==> src/rtl/icache_ctrl_pkg.sv <==
// Shared definitions for the instruction-cache sequencer.
// Holds geometry defaults, address field positions and the controller state encoding.
// No logic; imported by icache_ctrl and icache_refill_cnt.
package icache_ctrl_pkg;

  localparam int unsigned LINE_WORDS_DEF = 8;
  localparam int unsigned INDEX_W_DEF    = 7;
  localparam int unsigned TAG_W_DEF      = 20;

  // Byte-within-word bits sit below the word offset in every fetch address.
  localparam int unsigned WORD_LSB    = 2;
  localparam int unsigned OFF_W_DEF   = $clog2(LINE_WORDS_DEF);
  localparam int unsigned IDX_LSB_DEF = WORD_LSB + OFF_W_DEF;
  localparam int unsigned TAG_LSB_DEF = IDX_LSB_DEF + INDEX_W_DEF;

  typedef enum logic [2:0] {
    ST_INIT,
    ST_IDLE,
    ST_LOOKUP,
    ST_MISS,
    ST_REFILL,
    ST_TAGWR,
    ST_RESP
  } state_t;

endpackage

==> src/rtl/icache_refill_cnt.sv <==
// Refill beat counter with critical-word capture for one line burst.
// Latency: counter and captured word update on the edge that accepts a beat.
// Backpressure: none; every beat_vld cycle is consumed. clr holds the counter at 0.
// Ports: beat_vld/beat_dat = accepted bus beat, req_off = word the CPU asked for,
//        beat_cnt = index of the beat currently on the bus, last_beat = final beat
//        accepted this cycle, crit_dat = captured requested word.
module icache_refill_cnt
  import icache_ctrl_pkg::*;
#(
  parameter int unsigned OFF_W = OFF_W_DEF
) (
  input  logic             clk,
  input  logic             resetn,
  input  logic             clr,
  input  logic             beat_vld,
  input  logic [OFF_W-1:0] req_off,
  input  logic [31:0]      beat_dat,
  output logic [OFF_W-1:0] beat_cnt,
  output logic             last_beat,
  output logic [31:0]      crit_dat
);

  always_ff @(posedge clk or negedge resetn) begin
    if (!resetn) begin
      beat_cnt <= '0;
      crit_dat <= '0;
    end else if (clr) begin
      beat_cnt <= '0;
    end else if (beat_vld) begin
      beat_cnt <= beat_cnt + 1'b1;
      if (beat_cnt == req_off) begin
        crit_dat <= beat_dat;
      end
    end
  end

  // The counter, not the bus last flag, decides where the line ends.
  assign last_beat = beat_vld && (beat_cnt == {OFF_W{1'b1}});

endmodule

==> src/rtl/icache_ctrl.sv <==
// Instruction-cache sequencer: lookup, line refill over an 8-beat burst, full invalidate sweep.
// Latency: hit response 2 cycles after request handshake; miss response 2 cycles after last beat.
// Backpressure: req_ready only in IDLE with no invalidate pending; mem_rd_req held until mem_rd_ready.
// Ports: req_* fetch handshake, resp_* one-cycle instruction pulse, tag_* tag store query/write,
//        data_* line RAM read/write, mem_rd_* burst read bus, inv_req/inv_done invalidate.
// Option: ICACHE_STATS_EN adds hit_cnt/miss_cnt lookup counters.
module icache_ctrl
  import icache_ctrl_pkg::*;
#(
  parameter  int unsigned LINE_WORDS = LINE_WORDS_DEF,
  parameter  int unsigned INDEX_W    = INDEX_W_DEF,
  parameter  int unsigned TAG_W      = TAG_W_DEF,
  localparam int unsigned OFF_W      = $clog2(LINE_WORDS)
) (
  input  logic                     clk,
  input  logic                     resetn,
  input  logic                     req_valid,
  output logic                     req_ready,
  input  logic [31:0]              req_addr,
  output logic                     resp_valid,
  output logic [31:0]              resp_rdata,
  output logic [INDEX_W-1:0]       tag_qindex,
  output logic [TAG_W-1:0]         tag_qtag,
  input  logic                     tag_hit,
  output logic                     tag_wen,
  output logic [INDEX_W-1:0]       tag_windex,
  output logic [TAG_W-1:0]         tag_wtag,
  output logic                     tag_valid,
  output logic [INDEX_W+OFF_W-1:0] data_raddr,
  input  logic [31:0]              data_rdata,
  output logic                     data_wen,
  output logic [INDEX_W+OFF_W-1:0] data_waddr,
  output logic [31:0]              data_wdata,
  output logic                     mem_rd_req,
  input  logic                     mem_rd_ready,
  output logic [31:0]              mem_rd_addr,
  input  logic                     mem_rd_valid,
  input  logic [31:0]              mem_rd_data,
  input  logic                     mem_rd_last,
  input  logic                     inv_req,
  output logic                     inv_done
`ifdef ICACHE_STATS_EN
  ,
  output logic [31:0]              hit_cnt,
  output logic [31:0]              miss_cnt
`endif
);

  localparam int unsigned IDX_LSB = WORD_LSB + OFF_W;
  localparam int unsigned TAG_LSB = IDX_LSB + INDEX_W;

  state_t             state, state_nxt;
  logic [INDEX_W-1:0] sweep_cnt;
  logic               sweep_last;
  logic               inv_pend;
  logic               inv_sweep;
  logic [TAG_W-1:0]   tag_q;
  logic [INDEX_W-1:0] index_q;
  logic [OFF_W-1:0]   off_q;
  logic [OFF_W-1:0]   beat_cnt;
  logic               last_beat;
  logic [31:0]        crit_dat;
  logic               unused_addr_bits;

  assign unused_addr_bits = ^req_addr[WORD_LSB-1:0];
  assign sweep_last       = (sweep_cnt == {INDEX_W{1'b1}});

  icache_refill_cnt #(.OFF_W(OFF_W)) u_refill_cnt (
    .clk       (clk),
    .resetn    (resetn),
    .clr       (state != ST_REFILL),
    .beat_vld  ((state == ST_REFILL) && mem_rd_valid),
    .req_off   (off_q),
    .beat_dat  (mem_rd_data),
    .beat_cnt  (beat_cnt),
    .last_beat (last_beat),
    .crit_dat  (crit_dat)
  );

  always_ff @(posedge clk or negedge resetn) begin
    if (!resetn) begin
      state      <= ST_INIT;
      sweep_cnt  <= '0;
      inv_pend   <= 1'b0;
      inv_sweep  <= 1'b0;
      tag_q      <= '0;
      index_q    <= '0;
      off_q      <= '0;
      resp_valid <= 1'b0;
      resp_rdata <= '0;
      inv_done   <= 1'b0;
    end else begin
      state      <= state_nxt;
      resp_valid <= 1'b0;
      inv_done   <= 1'b0;

      // Counter wraps back to 0 on the last sweep write, ready for the next sweep.
      if (state == ST_INIT) begin
        sweep_cnt <= sweep_cnt + 1'b1;
      end

      // An invalidate seen in IDLE starts a sweep now; anywhere else it waits.
      if (state == ST_IDLE && (inv_req || inv_pend)) begin
        inv_sweep <= 1'b1;
        inv_pend  <= 1'b0;
      end else if (inv_req) begin
        inv_pend <= 1'b1;
      end

      // Only software-requested sweeps report completion.
      if (state == ST_INIT && sweep_last) begin
        inv_done  <= inv_sweep;
        inv_sweep <= 1'b0;
      end

      if (req_valid && req_ready) begin
        tag_q   <= req_addr[TAG_LSB +: TAG_W];
        index_q <= req_addr[IDX_LSB +: INDEX_W];
        off_q   <= req_addr[WORD_LSB +: OFF_W];
      end

      if (state == ST_LOOKUP && tag_hit) begin
        resp_valid <= 1'b1;
        resp_rdata <= data_rdata;
      end

      // Loading here makes the response visible during the RESP cycle.
      if (state == ST_TAGWR) begin
        resp_valid <= 1'b1;
        resp_rdata <= crit_dat;
      end
    end
  end

  always_comb begin
    state_nxt  = state;
    req_ready  = 1'b0;
    mem_rd_req = 1'b0;
    tag_wen    = 1'b0;
    tag_valid  = 1'b0;
    data_wen   = 1'b0;
    case (state)
      ST_INIT: begin
        // Reset parks the FSM in INIT; keep the tag store untouched until release.
        tag_wen = resetn;
        if (sweep_last) state_nxt = ST_IDLE;
      end
      ST_IDLE: begin
        if (inv_req || inv_pend) begin
          state_nxt = ST_INIT;
        end else begin
          req_ready = 1'b1;
          if (req_valid) state_nxt = ST_LOOKUP;
        end
      end
      ST_LOOKUP: begin
        state_nxt = tag_hit ? ST_IDLE : ST_MISS;
      end
      ST_MISS: begin
        mem_rd_req = 1'b1;
        if (mem_rd_ready) state_nxt = ST_REFILL;
      end
      ST_REFILL: begin
        data_wen = mem_rd_valid;
        if (last_beat) state_nxt = ST_TAGWR;
      end
      ST_TAGWR: begin
        tag_wen   = 1'b1;
        tag_valid = 1'b1;
        state_nxt = ST_RESP;
      end
      ST_RESP: begin
        state_nxt = ST_IDLE;
      end
      default: begin
        state_nxt = ST_INIT;
      end
    endcase
  end

  assign tag_qindex  = index_q;
  assign tag_qtag    = tag_q;
  assign tag_windex  = (state == ST_INIT) ? sweep_cnt : index_q;
  assign tag_wtag    = (state == ST_INIT) ? '0 : tag_q;
  assign data_raddr  = {index_q, off_q};
  assign data_waddr  = {index_q, beat_cnt};
  assign data_wdata  = mem_rd_data;
  assign mem_rd_addr = {tag_q, index_q, {(OFF_W + WORD_LSB){1'b0}}};

`ifdef ICACHE_STATS_EN
  always_ff @(posedge clk or negedge resetn) begin
    if (!resetn) begin
      hit_cnt  <= '0;
      miss_cnt <= '0;
    end else if (state == ST_LOOKUP) begin
      if (tag_hit) hit_cnt  <= hit_cnt + 32'd1;
      else         miss_cnt <= miss_cnt + 32'd1;
    end
  end
`endif

`ifndef SYNTHESIS
  a_last_matches_cnt: assert property (@(posedge clk) disable iff (!resetn)
    (state == ST_REFILL && mem_rd_valid) |-> (mem_rd_last == last_beat));
`endif

endmodule

==> config.mk <==
export PLATFORM = sky130hd
export DESIGN_NAME = icache_ctrl
export DESIGN_NICKNAME = d
export VERILOG_FILES = /design/src/rtl/icache_ctrl_pkg.sv /design/src/rtl/icache_refill_cnt.sv /design/src/rtl/icache_ctrl.sv
export SDC_FILE = /design/constraint.sdc
export NUM_CORES = 1
export LEC_CHECK = 0
export CORE_MARGIN = 1.5
export CORE_UTILIZATION = 44
export CTS_CLUSTER_DIAMETER = 60
export DETAILED_ROUTE_END_ITERATION = 8
export PLACE_DENSITY = 0.86
export SYNTH_ARGS = -nofsm -noshare
export SYNTH_HDL_FRONTEND = slang
export SYNTH_HIERARCHICAL = 1
export SYNTH_SLANG_ARGS = --single-unit
==> constraint.sdc <==
create_clock -name clk -period 5.6 [get_ports clk]
set_input_delay 0.84 -clock clk [delete_from_list [all_inputs] [get_ports clk]]
set_output_delay 0.84 -clock clk [all_outputs]
set_load 0.01 [all_outputs]
==> impl_metrics.ini, run 1 <==
[clocking]
cts_sinks = 111
clockRootBuffer = clkbuf_16
cts_resized = 0
worstSkewPairLatency_ps = 340
cts_tree = built
numCtsBuffers = 9
clk_pin_slew_worst_paths_ps = 70
post_cts_buffers = 0
cts_hold_buf = 0
ctsHtreeMaxLevel = 3
cts_buffer_depth = 2

[status]
status = complete, no violations

[synthesis]
ys_seq_area_share_pct = 48.5
yosysWarnings = 6
ys.flop_type = dfrtp_1
ys_seq_elements = 111
synth_async_sr_flop_share_pct = 100
ys_types = 41
yosys-top-cells-count = dfrtp_1 (111), mux2_2 (94), buf_4 (78)
synth_edf_count = 0
yosysTopAreaCellShare_pct = 48.5
synth_most_common_cell = dfrtp_1
synthCells = 428
synth_area_per_cell_um2 = 13.4
yosys.area.top_type = dfrtp_1
synth_area_leaders = dfrtp_1 (48%), mux2_2 (18%), buf_4 (10%)
syn_area_um2 = 5730

[floorplanning]
die_w_um = 117
die_area_um2 = 13700
core_um2 = 12700
pin_count = 281
start_util_pct = 45.2
rows = 41
die_height_um = 117

[worst_setup_path]
rr_endpoint = u_refill_cnt/crit_dat[2]
worstPathCellList = nor3_4, buf_4, mux2_2, clkdlybuf4s50_1
cp.required_ps = 4760
crit_arrival_ps = 2830
cpMaxStageDelayCell = nor3_4
cp-end-kind = primary output
cp_top_family = buffers and inverters
slowest_delay_ps = 680
crit_fanout = 21
cp-start-kind = flip-flop
criticalPathCategory = reg -> out
r2r_cells = 6
reg2reg_from = state[2]
cp_num_buf_inv = 2
worst-r2r-setup-slack_ps = 2060

[timing]
finalMaxSlewViolations = 0
hold_viol = 0
clock.fmax_ghz = 0.272
period_needed_ps = 3670
period_share_pct = 65.6
fin_tns_setup_ps = 0
relSlewSlack_pct = 31.8
setup_viol = 0
worst_pin_slew_ps = 1020
worst_clock_skew_ps = 7.19
rsz0062_at_grt = no

[drt]
detail-route-antenna-nets = 0
vias_per_cell = 4.85
wire_per_inst_um = 17.4
drc = 0
first_iter_violations = 131
firstDrtPassIters = 4
vias = 3867
routed_wl_mm = 13.8

[global_route]
grt_pass1_wl_mm = 20.5
grt_max_degree = 67
overflow = 0
groute.usage.overall_pct = 19.8
first_global_vias = 3985
antenna_found_initial = 0

[power]
switchingPower_uw = 326
power_frac_clock_pct = 38.0
power_frac_seq_pct = 52.5
peakVddDrop_uv = 161
p_per_area_nw_per_um2 = 189
p_leak_nw = 3.52
p_comb_share_pct = 9.5
p_sw_share_pct = 20.9
internal_power_mw = 1.23

[placed_design]
hpwl_mm = 10.2
portBuffers = 272
place_inst = 783
routabilityCongestion = 0.755

[finish]
area_growth_pct = 43.9
num_antenna_cells = 0
drive_above_1_share_pct = 23.7
final_cells = 797
num-nets-final = 729

[hold_path]
worstHoldEndpoint = u_refill_cnt/crit_dat[24]
min_path_cells = 1
hp-class = reg -> reg
hp-start = u_refill_cnt/crit_dat[24]

[job]
max_cap_viol_count = 0
-- cells by family after synthesis --
logic type / share of synthesized area (%)
mux: 28.8
simple gates: 6.07
fa+ha+maj: 0.655
flops: 48.5
buf+inv: 13.2
compound gates: 1.27
xor+xnor: 1.53
other cells: 0.0654
-- registers in the layout, summed over array words and instances (netlist names) --
signal                 flops
inv_pend                   1
u_refill_cnt/beat_cnt      3
tag_qindex                 7
inv_sweep                  1
sweep_cnt                  7
state                      3
tag_qtag                  20
off_q                      3
resp_rdata                32
u_refill_cnt/crit_dat     32
resp_valid                 1
inv_done                   1
-- metal layers --
metal	part of all wire, %	GRT usage [%]
met1	37	21.0
met2	52	36.6
met3	8.4	6.02
met4	2.0	7.79
met5	0	0
-- area by class of cell --
class / instances / area (um2)
Timing Repair Buffer: 277 / 2760
Clock inverter: 1 / 5.00
Clock buffer: 13 / 260
Multi-Input combinational cell: 219 / 2210
Inverter: 4 / 15.0
Tap cell: 172 / 215
Sequential cell: 111 / 2780
Fill cell: 944 / 4430
-- power by group through the flow --
stage	Sequential, mW	Clock (mW)	Combinational [mW]
after floorplan	0.833	0	0.0509
after global placement	0.834	0	0.146
after detailed placement	0.835	0	0.150
after CTS	0.819	0.611	0.151
after global routing	0.820	0.637	0.161
final	0.819	0.592	0.148
-- cells in the final DEF, fill, tap and decap left out, drive strengths merged, types with 2 or more instances in the layout --
master | netlist | layout
mux2i | 3 | 3
mux2 | 134 | 134
clkbuf | 1 | 13
clkdlybuf4s50 | 0 | 271
inv | 4 | 4
buf | 97 | 6
or3b | 2 | 2
nand3 | 3 | 3
nor3 | 6 | 6
conb | 1 | 5
nor2b | 20 | 20
nor4 | 2 | 2
nor2 | 7 | 7
dfrtp | 111 | 111
nand4 | 3 | 3
nand2 | 4 | 4
xor2 | 4 | 4
xnor2 | 6 | 6
ha | 3 | 3
-- worst max-delay path by stage --
| stage | to | cells past startpoint | start | slack [ps] |
|---|---|---|---|---|
| floorplan | u_refill_cnt/crit_dat[20] | 7 | state[2] | 2960 |
| global placement | u_refill_cnt/crit_dat[4] | 7 | mem_rd_valid | 1970 |
| detailed placement | u_refill_cnt/crit_dat[2] | 7 | mem_rd_valid | 1870 |
| CTS | tag_windex[3] | 4 | state[2] | 1900 |
| global route | tag_windex[2] | 4 | state[2] | 1810 |
| finish | tag_windex[2] | 4 | state[2] | 1930 |
-- per-stage QoR --
step	util (%)	hold WS (ps)	total power [mW]	setup slack, ps	cell area, um2
2_1_floorplan	-	452	0.884	2960	5750
3_3_place_gp	63.0	461	0.979	1970	7980
4_1_cts	65.1	487	1.58	1900	8240
6_report	65.1	481	1.56	1930	8240
5_1_grt	65.1	498	1.62	1810	8240
3_5_place_dp	63.0	473	0.985	1870	7980
(Power assumes the default switching activity.)
==> run 2: changes to the inputs <==
- CORE_UTILIZATION: 44 -> 41
- PLACE_DENSITY: 0.86 -> 0.81
- clock period: 5.6 -> 3.5 ns (I/O delays scaled with it)
==> run 2 against run 1 <==
Compared with the run above:
- sequential share of layout area fell by 0.082 points
- sequential power is 60% higher
- clock skew is essentially flat
- design area increased by 0.24%
- clock power is 56% higher
- count of clock-buffer cells in the layout shrank 3
- critical path depth decreased by 1
- flip-flop and latch count did not move
- combinational power rose by 61%
- cell count rose by 1.3%
- critical endpoint is now data_wen
- largest power group unchanged
==> impl_metrics.ini, run 2 (same netlist as run 1, synthesis figures left out) <==
[status]
status = complete, no violations

[finish]
design_area_um2 = 8260
final_cells = 807
num-nets-final = 732
area_growth_pct = 44.2
final_common_cell = clkdlybuf4s50_1
most-common-layout-cells = clkdlybuf4s50_1 (271), dfrtp_1 (111), mux2_2 (94), mux2_4 (29), nor2b_1 (20)
drive_above_1_share_pct = 24.1
num_antenna_cells = 0

[timing]
period_share_pct = 88.6
rsz0062_at_grt = no
fin_tns_setup_ps = 0
worst_pin_slew_ps = 806
clock.fmax_ghz = 0.323
finalMaxSlewViolations = 0
relSlewSlack_pct = 46.3
worst_clock_skew_ps = 7.49
hold_viol = 0
period_needed_ps = 3100
setup_viol = 0

[clocking]
ctsHtreeMaxLevel = 3
cts_hold_buf = 0
numCtsBuffers = 9
cts_resized = 0
clockRootBuffer = clkbuf_16
cts_sinks = 111
post_cts_buffers = 0
cts_buffer_depth = 2
clk_pin_slew_worst_paths_ps = 70
worstSkewPairLatency_ps = 350
cts_tree = built

[floorplanning]
start_util_pct = 41.6
rows = 43
pin_count = 281
core_um2 = 13800
die_w_um = 121
die_height_um = 121
die_area_um2 = 14700

[worst_setup_path]
criticalPathCategory = reg -> out
cp-end-kind = primary output
crit_path_start = state[2]
crit_fanout = 13
reg2reg_from = state[2]
rr_endpoint = u_refill_cnt/crit_dat[2]
cp.required_ps = 2970
endpoint = data_wen
r2r_cells = 6
crit_arrival_ps = 2570
worst-r2r-setup-slack_ps = 640
cp-start-kind = flip-flop

[drt]
firstDrtPassIters = 4
vias_per_cell = 4.89
detail-route-antenna-nets = 0
drc = 0
wire_per_inst_um = 17.6
vias = 3950
first_iter_violations = 112
routed_wl_mm = 14.2

[global_route]
first_global_vias = 4098
groute.usage.overall_pct = 19.1
overflow = 0
grt_max_degree = 64
antenna_found_initial = 0
grt_pass1_wl_mm = 21.6

[placed_design]
place_inst = 794
routabilityCongestion = 0.805
hpwl_mm = 10.4
portBuffers = 272
placed_area_um2 = 8010

[hold_path]
hp-class = in -> async

[power]
p_leak_nw = 3.52
p_per_area_nw_per_um2 = 299
peakVddDrop_uv = 204

[job]
max_cap_viol_count = 0
==> run 2: changes by cell type in the layout (fill, tap and decap cells not counted), sizes merged <==
cell,before,now
clkbuf,13,10
buf,6,9
clkinvlp,0,2
==> run 2: worst min path at each step <==
stage                              start                   endpoint  slack (ps)  cells after the start
4_1_cts                           resetn                   state[2]         310                      2
6_report                          resetn                   state[2]         270                      2
2_1_floorplan                     resetn                   inv_done         230                      0
3_3_place_gp   u_refill_cnt/crit_dat[24]  u_refill_cnt/crit_dat[24]         460                      1
5_1_grt                           resetn                   state[1]         320                      2
3_5_place_dp   u_refill_cnt/crit_dat[24]  u_refill_cnt/crit_dat[24]         480                      1
==> run 2: through the flow <==
step | util, % | worst slack (ps) | hold slack (ps) | power [mW]
after detailed placement | 58.2 | 649 | 483 | 1.58
after floorplan | - | 859 | 229 | 1.41
after global routing | 60.0 | 270 | 325 | 2.57
after global placement | 58.2 | 748 | 462 | 1.57
final | 60.0 | 401 | 270 | 2.47
after CTS | 60.0 | 376 | 313 | 2.50
==> run 2: power breakdown <==
part | leakage, nW | internal (mW) | switching (mW)
clock network | 0.117 | 0.473 | 0.452
registers | 1.50 | 1.30 | 0.00928
logic | 1.91 | 0.160 | 0.0791
==> run 2: metal layers <==
layer | part of all wire [%] | global-route usage (%) | vias to the layer above | wire [um]
met3 | 7.7 | 4.93 | 14 | 1100
met1 | 38 | 21.4 | 1981 | 5340
met5 | 0 | 0 | - | 0
met4 | 1.2 | 6.32 | 0 | 177
li1 | - | - | 1777 | -
met2 | 54 | 35.2 | 178 | 7620
==> run 2: critical path, cell delays in order (launching register included) <==
cell             delay, ps
dfrtp_1                620
or3b_2                 560
nor2_1                 410
clkdlybuf4s50_1        640
==> run 2: layout make-up <==
class                      instances  area [um2]
timing repair buffer             280        2780
multi-input combinational        219        2210
clock inverter                     3        23.8
tap                              180         225
fill                            1103        5510
inverter                           4        15.0
sequential                       111        2780
clock buffer                      10         229
